## config.mk

```make
export PLATFORM = sky130hd
export DESIGN_NAME = fir_sample_sequencer_flat
export DESIGN_NICKNAME = d
export VERILOG_FILES = /design/src/rtl/fir_pkg.sv /design/src/rtl/fir_sample_sequencer_if.sv /design/src/rtl/fir_sample_fifo.sv /design/src/rtl/fir_sample_sequencer.sv /design/src/flat_wrapper.sv
export SDC_FILE = /design/constraint.sdc
export NUM_CORES = 1
export LEC_CHECK = 0
export ABC_AREA = 1
export CAP_MARGIN = 0
export CORE_MARGIN = 1.5
export CORE_UTILIZATION = 56
export DETAILED_ROUTE_END_ITERATION = 10
export PLACE_DENSITY = 0.85
export SYNTH_ARGS = -nofsm -noshare
export SYNTH_HDL_FRONTEND = slang
export SYNTH_HIERARCHICAL = 1
export SYNTH_SLANG_ARGS = --single-unit
```

## constraint.sdc

```tcl
create_clock -name clk -period 3.4 [get_ports clk]
set_input_delay 0.68 -clock clk [delete_from_list [all_inputs] [get_ports clk]]
set_output_delay 0.68 -clock clk [all_outputs]
set_load 0.01 [all_outputs]
```

## src/rtl/fir_pkg.sv

```systemverilog
// Shared definitions for the FIR sample sequencer and the FIR engine it drives.
package fir_pkg;

  // Default widths shared with the 8-tap, 8-bit-coefficient engine.
  localparam int FIR_DW = 8;
  localparam int FIR_CW = 8;
  localparam int FIR_K  = 8;
  localparam int FIR_YW = FIR_DW + FIR_CW + $clog2(FIR_K) + 1;

  // Sequencer states. The encoding is fixed so it can be read from debug taps.
  typedef enum logic [1:0] {
    ST_IDLE  = 2'd0,
    ST_ISSUE = 2'd1,
    ST_WAIT  = 2'd2,
    ST_HOLD  = 2'd3
  } seq_state_t;

  // Pointer width for a power-of-two FIFO. Never returns 0.
  function automatic int fifo_ptr_w(input int depth);
    return (depth > 1) ? $clog2(depth) : 1;
  endfunction

endpackage

```

## src/rtl/fir_sample_sequencer_if.sv

```systemverilog
// Bundles the sample input, engine handshake, result port and status lines
// of the sequencer. slave = sequencer side, master = surrounding system side.
interface fir_sample_sequencer_if
  import fir_pkg::*;
#(
  parameter int DW = FIR_DW,
  parameter int YW = FIR_YW
);

  logic                 enable;
  logic                 clear;
  logic                 s_valid;
  logic signed [DW-1:0] s_data;
  logic                 s_ready;
  logic                 eng_start;
  logic signed [DW-1:0] eng_x;
  logic                 eng_valid;
  logic signed [YW-1:0] eng_y;
  logic                 y_valid;
  logic signed [YW-1:0] y_data;
  logic                 y_ready;
  logic                 busy;
  logic                 err_timeout;
  logic                 err_spurious;

  modport slave (
    input  enable, clear, s_valid, s_data, eng_valid, eng_y, y_ready,
    output s_ready, eng_start, eng_x, y_valid, y_data, busy,
           err_timeout, err_spurious
  );

  modport master (
    output enable, clear, s_valid, s_data, eng_valid, eng_y, y_ready,
    input  s_ready, eng_start, eng_x, y_valid, y_data, busy,
           err_timeout, err_spurious
  );

endinterface

```

## src/rtl/fir_sample_fifo.sv

```systemverilog
// First-word-fall-through sample FIFO with registered count and flags.
// Flush has priority over push and pop in the same cycle.
module fir_sample_fifo
  import fir_pkg::*;
#(
  parameter int DW    = FIR_DW,
  parameter int DEPTH = 4
) (
  input  logic          clk,
  input  logic          rst,
  input  logic          flush_i,
  input  logic          push_i,
  input  logic          pop_i,
  input  logic [DW-1:0] din_i,
  output logic [DW-1:0] dout_o,
  output logic          full_o,
  output logic          empty_o
);

  localparam int AW = fifo_ptr_w(DEPTH);
  localparam int NW = AW + 1;

  logic [DW-1:0] mem_q [DEPTH];
  logic [AW-1:0] wr_ptr_q, wr_ptr_d;
  logic [AW-1:0] rd_ptr_q, rd_ptr_d;
  logic [NW-1:0] count_q, count_d;
  logic          full_q, empty_q;
  logic          wr_en, rd_en;

  assign wr_en   = push_i & ~full_q;
  assign rd_en   = pop_i & ~empty_q;
  assign dout_o  = mem_q[rd_ptr_q];
  assign full_o  = full_q;
  assign empty_o = empty_q;

  // Next pointers and occupancy; pointers wrap naturally since DEPTH is 2^AW.
  always_comb begin
    wr_ptr_d = wr_ptr_q;
    rd_ptr_d = rd_ptr_q;
    count_d  = count_q;
    if (flush_i) begin
      wr_ptr_d = '0;
      rd_ptr_d = '0;
      count_d  = '0;
    end else begin
      if (wr_en) wr_ptr_d = wr_ptr_q + AW'(1);
      if (rd_en) rd_ptr_d = rd_ptr_q + AW'(1);
      count_d = count_q + NW'(wr_en) - NW'(rd_en);
    end
  end

  // Pointer, count and flag registers; flags are derived from the next count.
  always_ff @(posedge clk or posedge rst) begin
    if (rst) begin
      wr_ptr_q <= '0;
      rd_ptr_q <= '0;
      count_q  <= '0;
      full_q   <= 1'b0;
      empty_q  <= 1'b1;
    end else begin
      wr_ptr_q <= wr_ptr_d;
      rd_ptr_q <= rd_ptr_d;
      count_q  <= count_d;
      full_q   <= (count_d == NW'(DEPTH));
      empty_q  <= (count_d == '0);
    end
  end

  // Storage array; contents are don't-care until written.
  always_ff @(posedge clk) begin
    if (wr_en && !flush_i) mem_q[wr_ptr_q] <= din_i;
  end

endmodule

```

## src/rtl/fir_sample_sequencer.sv

```systemverilog
// Front-end sequencer for the single-sample FIR engine: buffers samples,
// issues one engine start per sample, guards each computation with a
// watchdog and presents the result on a valid/ready port.
//
//   state    | meaning
//   ---------+-----------------------------------------------------------
//   ST_IDLE  | no sample in flight; pops FIFO head when enabled
//   ST_ISSUE | eng_start high for this one cycle; watchdog loaded
//   ST_WAIT  | eng_x held, waiting for eng_valid or watchdog expiry
//   ST_HOLD  | result presented on y_*, waiting for the consumer
module fir_sample_sequencer
  import fir_pkg::*;
#(
  parameter int DW      = FIR_DW,
  parameter int YW      = FIR_YW,
  parameter int DEPTH   = 4,
  parameter int TIMEOUT = 64
) (
  input  logic                    clk,
  input  logic                    rst,
  fir_sample_sequencer_if.slave   bus
);

  localparam int TW = $clog2(TIMEOUT);

  seq_state_t           state_q, state_d;
  logic signed [DW-1:0] eng_x_q, eng_x_d;
  logic signed [YW-1:0] y_data_q, y_data_d;
  logic                 y_valid_q, y_valid_d;
  logic [TW-1:0]        wdog_q, wdog_d;
  logic                 err_to_q, err_to_d;
  logic                 err_sp_q, err_sp_d;
  logic                 rdy_q;

  logic                 pop;
  logic                 push;
  logic                 eng_start;
  logic                 s_ready;
  logic [DW-1:0]        fifo_dout;
  logic                 fifo_full;
  logic                 fifo_empty;

  // s_ready stays low while in reset and for the first cycle after release.
  assign s_ready = rdy_q & ~fifo_full;
  // A clear in the same cycle discards the push even though s_ready is high.
  assign push    = bus.s_valid & s_ready & ~bus.clear;

  fir_sample_fifo #(
    .DW    (DW),
    .DEPTH (DEPTH)
  ) u_fifo (
    .clk     (clk),
    .rst     (rst),
    .flush_i (bus.clear),
    .push_i  (push),
    .pop_i   (pop),
    .din_i   (bus.s_data),
    .dout_o  (fifo_dout),
    .full_o  (fifo_full),
    .empty_o (fifo_empty)
  );

  // Next-state, datapath capture and error-flag logic.
  always_comb begin
    state_d   = state_q;
    eng_x_d   = eng_x_q;
    y_data_d  = y_data_q;
    y_valid_d = y_valid_q;
    wdog_d    = wdog_q;
    err_to_d  = err_to_q & ~bus.clear;
    err_sp_d  = err_sp_q & ~bus.clear;
    pop       = 1'b0;
    eng_start = 1'b0;

    case (state_q)
      ST_IDLE: begin
        if (bus.enable && !fifo_empty && !bus.clear) begin
          pop     = 1'b1;
          eng_x_d = fifo_dout;
          state_d = ST_ISSUE;
        end
      end
      ST_ISSUE: begin
        eng_start = 1'b1;
        wdog_d    = TW'(TIMEOUT - 1);
        state_d   = ST_WAIT;
      end
      ST_WAIT: begin
        if (bus.eng_valid) begin
          y_data_d  = bus.eng_y;
          y_valid_d = 1'b1;
          state_d   = ST_HOLD;
        end else if (wdog_q == '0) begin
          // Engine never answered: drop this sample and move on.
          err_to_d = 1'b1;
          state_d  = ST_IDLE;
        end else begin
          wdog_d = wdog_q - TW'(1);
        end
      end
      ST_HOLD: begin
        if (bus.y_ready) begin
          y_valid_d = 1'b0;
          state_d   = ST_IDLE;
        end
      end
      default: state_d = ST_IDLE;
    endcase

    // A new error in the same cycle as clear is kept so it is not lost.
    if (bus.eng_valid && state_q != ST_WAIT) err_sp_d = 1'b1;
  end

  // State and output registers.
  always_ff @(posedge clk or posedge rst) begin
    if (rst) begin
      state_q   <= ST_IDLE;
      eng_x_q   <= '0;
      y_data_q  <= '0;
      y_valid_q <= 1'b0;
      wdog_q    <= '0;
      err_to_q  <= 1'b0;
      err_sp_q  <= 1'b0;
    end else begin
      state_q   <= state_d;
      eng_x_q   <= eng_x_d;
      y_data_q  <= y_data_d;
      y_valid_q <= y_valid_d;
      wdog_q    <= wdog_d;
      err_to_q  <= err_to_d;
      err_sp_q  <= err_sp_d;
    end
  end

  // Holds s_ready low until the first clock after reset release.
  always_ff @(posedge clk or posedge rst) begin
    if (rst) rdy_q <= 1'b0;
    else     rdy_q <= 1'b1;
  end

  assign bus.s_ready      = s_ready;
  assign bus.eng_start    = eng_start;
  assign bus.eng_x        = eng_x_q;
  assign bus.y_valid      = y_valid_q;
  assign bus.y_data       = y_data_q;
  assign bus.busy         = (state_q != ST_IDLE) | ~fifo_empty;
  assign bus.err_timeout  = err_to_q;
  assign bus.err_spurious = err_sp_q;

endmodule

```

## src/flat_wrapper.sv

```systemverilog
// flat-port wrapper written by rule: the top's interface ports become plain ports
module fir_sample_sequencer_flat import fir_pkg::*;
#(
  parameter int DW      = FIR_DW,
  parameter int YW      = FIR_YW,
  parameter int DEPTH   = 4,
  parameter int TIMEOUT = 64
)
  (clk, rst, bus_enable, bus_clear, bus_s_valid, bus_s_data, bus_eng_valid, bus_eng_y, bus_y_ready, bus_s_ready, bus_eng_start, bus_eng_x, bus_y_valid, bus_y_data, bus_busy, bus_err_timeout, bus_err_spurious);
  fir_sample_sequencer_if #(.DW(DW), .YW(YW)) bus_i ();
  input  logic clk;
  input  logic rst;
  input wire logic [$bits(bus_i.enable)-1:0] bus_enable;
  input wire logic [$bits(bus_i.clear)-1:0] bus_clear;
  input wire logic [$bits(bus_i.s_valid)-1:0] bus_s_valid;
  input wire logic [$bits(bus_i.s_data)-1:0] bus_s_data;
  input wire logic [$bits(bus_i.eng_valid)-1:0] bus_eng_valid;
  input wire logic [$bits(bus_i.eng_y)-1:0] bus_eng_y;
  input wire logic [$bits(bus_i.y_ready)-1:0] bus_y_ready;
  output wire logic [$bits(bus_i.s_ready)-1:0] bus_s_ready;
  output wire logic [$bits(bus_i.eng_start)-1:0] bus_eng_start;
  output wire logic [$bits(bus_i.eng_x)-1:0] bus_eng_x;
  output wire logic [$bits(bus_i.y_valid)-1:0] bus_y_valid;
  output wire logic [$bits(bus_i.y_data)-1:0] bus_y_data;
  output wire logic [$bits(bus_i.busy)-1:0] bus_busy;
  output wire logic [$bits(bus_i.err_timeout)-1:0] bus_err_timeout;
  output wire logic [$bits(bus_i.err_spurious)-1:0] bus_err_spurious;
  assign bus_i.enable = bus_enable;
  assign bus_i.clear = bus_clear;
  assign bus_i.s_valid = bus_s_valid;
  assign bus_i.s_data = bus_s_data;
  assign bus_i.eng_valid = bus_eng_valid;
  assign bus_i.eng_y = bus_eng_y;
  assign bus_i.y_ready = bus_y_ready;
  assign bus_s_ready = bus_i.s_ready;
  assign bus_eng_start = bus_i.eng_start;
  assign bus_eng_x = bus_i.eng_x;
  assign bus_y_valid = bus_i.y_valid;
  assign bus_y_data = bus_i.y_data;
  assign bus_busy = bus_i.busy;
  assign bus_err_timeout = bus_i.err_timeout;
  assign bus_err_spurious = bus_i.err_spurious;
  fir_sample_sequencer #(.DW(DW), .YW(YW), .DEPTH(DEPTH), .TIMEOUT(TIMEOUT)) u_core (.clk(clk), .rst(rst), .bus(bus_i));
endmodule
```

==> results.json <==
{
  "status": "complete, no violations",
  "post_cts_resized": 0,
  "powerDensity_nw_per_um2": 682.6,
  "report.final.slew_viol_count": 0,
  "critPathMaxFanout": 6,
  "final.setup_skew_ps": 9.242,
  "drtIter0Drc": 168,
  "grtUsageTotal": 0.2345,
  "fin_nets": 471,
  "grt_pass1_vias": 2631,
  "rr_worst_depth": 14,
  "worst_slew_pin_slew_ps": 753.6,
  "synth_fp_nets": 397,
  "clock-root-buffer": "clkbuf_8",
  "die_h_um": 83.00,
  "placementRows": 28,
  "start_kind": "input pin",
  "synth_enable_flop_cells": 32,
  "cts_tree": "built",
  "area_growth_pct": 24.76,
  "synthFlopType": "dfrtp_1",
  "vias": 2716,
  "viasPerCell": 5.357,
  "slew_headroom": 0.4957,
  "end_kind": "register",
  "placed_cell_area_um2": 4300,
  "synth-async-reset-ratio": 0.6049,
  "hp-start": "u_core/bus.y_data[4]",
  "critPathKind": "input pin to register",
  "yosys_register_bits": 81,
  "final_area_um2": 4471,
  "vdd_drop_max_mv": 0.5005,
  "start_util": 0.5912,
  "gp_congestion": 0.8444,
  "crit_buf_inv": 6,
  "final_common_cell": "nand2_1",
  "dp_hpwl_um": 5162,
  "path_delay_family": "adder cells",
  "leakagePower_nw": 2.021,
  "coreArea_um2": 6061,
  "drc": 0,
  "synth_cells": 353,
  "cts_buffer_depth": 2,
  "grt_pass1_wl_um": 12460,
  "hold_slack_ps": 472.1,
  "arrival_ps": 3060,
  "postCtsSetupBuffers": 0,
  "detail_route.wirelength_um": 7556,
  "grt_start_max_net_pins": 40,
  "maxCapViolations": 0,
  "r2r_end": "u_core/u_fifo/full_o",
  "fin_tns_setup_ps": 0,
  "io_buffers": 68,
  "die_x_um": 83.00,
  "antenna_cells": 0,
  "clk_latency_ps": 360,
  "mostFrequentLayoutCells": "96 x nand2_1, 68 x clkdlybuf4s50_1, 48 x dfrtp_1",
  "avgRoutedWirePerCell_um": 14.90,
  "synth_warnings": 6,
  "overflow": 0,
  "cts.sinks": 81,
  "ff2ff_setup_slack_ps": 1020,
  "holdBufCountCts": 0,
  "first_pass_iters": 4,
  "cpMaxStageDelayCell": "clkdlybuf4s50_1",
  "cts.clk_slew.worst_paths_ps": 80,
  "cts_buffers": 9,
  "timing.rr.start": "u_core/u_fifo/empty_o",
  "io_pins": 69,
  "drive_above_1_share": 0.1181,
  "fmax_mhz": 356.1,
  "whs_endpoint": "u_core/bus.y_data[4]",
  "seq_area_frac_synth": 0.6107,
  "synthesis.area_um2": 3583,
  "post-route-min-period_ps": 2808,
  "synth_cell_types": 31,
  "rsz0062_at_grt": "no",
  "setup_viol": 0,
  "htreeDepth": 3,
  "die-area_um2": 6888,
  "hold_depth": 2,
  "cp.required_ps": 3650,
  "critical-path-max-stage-delay_ps": 600,
  "period_share": 0.8260,
  "holdCritPathClass": "register to register",
  "crit_chain": "clkdlybuf4s50_1, nor2_1, nand3_2, inv_2, nand2_1, inv_1, ha_1, inv_1, ha_1, fa_1, inv_1, nor2_1, nor2_1, inv_1, nor2_1",
  "ant_nets": 0,
  "antenna_found_initial": 0,
  "synth_area_per_cell_um2": 10.15,
  "hold_viol_final": 0
}
==> power breakdown <==
part           total, mW  switching [mW]  internal [mW]
logic               1.05           0.541          0.514
clock network      0.612           0.349          0.263
registers           1.39           0.146           1.24
total               3.05            1.04           2.02
==> layout make-up <==
cell class,instances,area [um2]
fillers,412,1590
multi-input cells,224,1154
clock buffers,9,123.9
inverters,39,153.9
flip-flops and latches,81,2188
repair buffers,72,710.7
clock inverters,7,46.29
well taps,75,93.84
==> flip-flops by register name, summed over array words and instances (netlist names) <==
| name | flops |
|---|---|
| u_core/bus.y_valid | 1 |
| u_core/u_fifo/wr_ptr_q | 2 |
| u_core/u_fifo/count_q | 3 |
| u_core/u_fifo/mem_q | 32 |
| u_core/u_fifo/full_o | 1 |
| u_core/wdog_q | 6 |
| u_core/bus.err_spurious | 1 |
| u_core/state_q | 2 |
| u_core/bus.eng_x | 8 |
| u_core/rdy_q | 1 |
| u_core/u_fifo/empty_o | 1 |
| u_core/bus.y_data | 20 |
| u_core/u_fifo/rd_ptr_q | 2 |
| u_core/bus.err_timeout | 1 |
==> layer usage <==
layer	wire length [um]	global-route usage	part of all wire	vias to the layer above
met5	0	0	0	-
met4	324	0.1424	0.043	0
met3	372	0.04672	0.049	28
met2	3847	0.3858	0.51	98
met1	3012	0.2856	0.40	1286
li1	-	-	-	1304
==> synth_stat cells (all sizes together), types with 2 or more instances <==
library cell | count | share of area
a21oi | 4 | 0.0056
o22ai | 8 | 0.028
inv | 39 | 0.043
clkbuf | 2 | 0.0021
ha | 8 | 0.028
dfrtp | 48 | 0.34
nand3 | 38 | 0.056
nor2 | 35 | 0.045
o21ai | 23 | 0.033
nand2 | 100 | 0.11
buf | 7 | 0.022
edfxtp | 32 | 0.27
==> tightest hold or removal path, stage by stage, from the launching register on <==
cell     delay [ps]
dfrtp_1         350
nand2_1          50
nand2_1          50
==> worst max path at each step <==
stage	startpoint	endpoint	slack, ps	cells after the start
floorplan	bus_clear	u_core/u_fifo/full_o	940	14
global placement	bus_clear	u_core/u_fifo/full_o	400	15
detailed placement	bus_clear	u_core/u_fifo/full_o	270	15
CTS	bus_clear	u_core/u_fifo/full_o	600	15
global route	bus_clear	u_core/u_fifo/full_o	420	15
finish	bus_clear	u_core/u_fifo/full_o	590	15
==> through the flow <==
stage	total power, mW	util	setup slack [ps]	cells
4_1_cts	3.079	0.7376	595.9	507
5_1_grt	3.252	0.7376	424.2	507
2_1_floorplan	1.942	-	935.2	353
6_report	3.052	0.7376	591.7	507
3_3_place_gp	2.414	0.7095	402.0	491
3_5_place_dp	2.458	0.7095	268.8	491
==> cell families (layout without fill, tap and decap cells) <==
group                      count (synthesis)  after routing  synth area share
AOI/OAI and AO/OA                         38             38           0.07333
adders and majority gates                  9              9           0.03352
buffers and inverters                     48            127           0.06739
DFF                                       81             81            0.6107
other                                      1              1          0.001046
and+or+nand+nor                          176            176            0.2140
No activity file was read; power rests on OpenSTA's default activity.
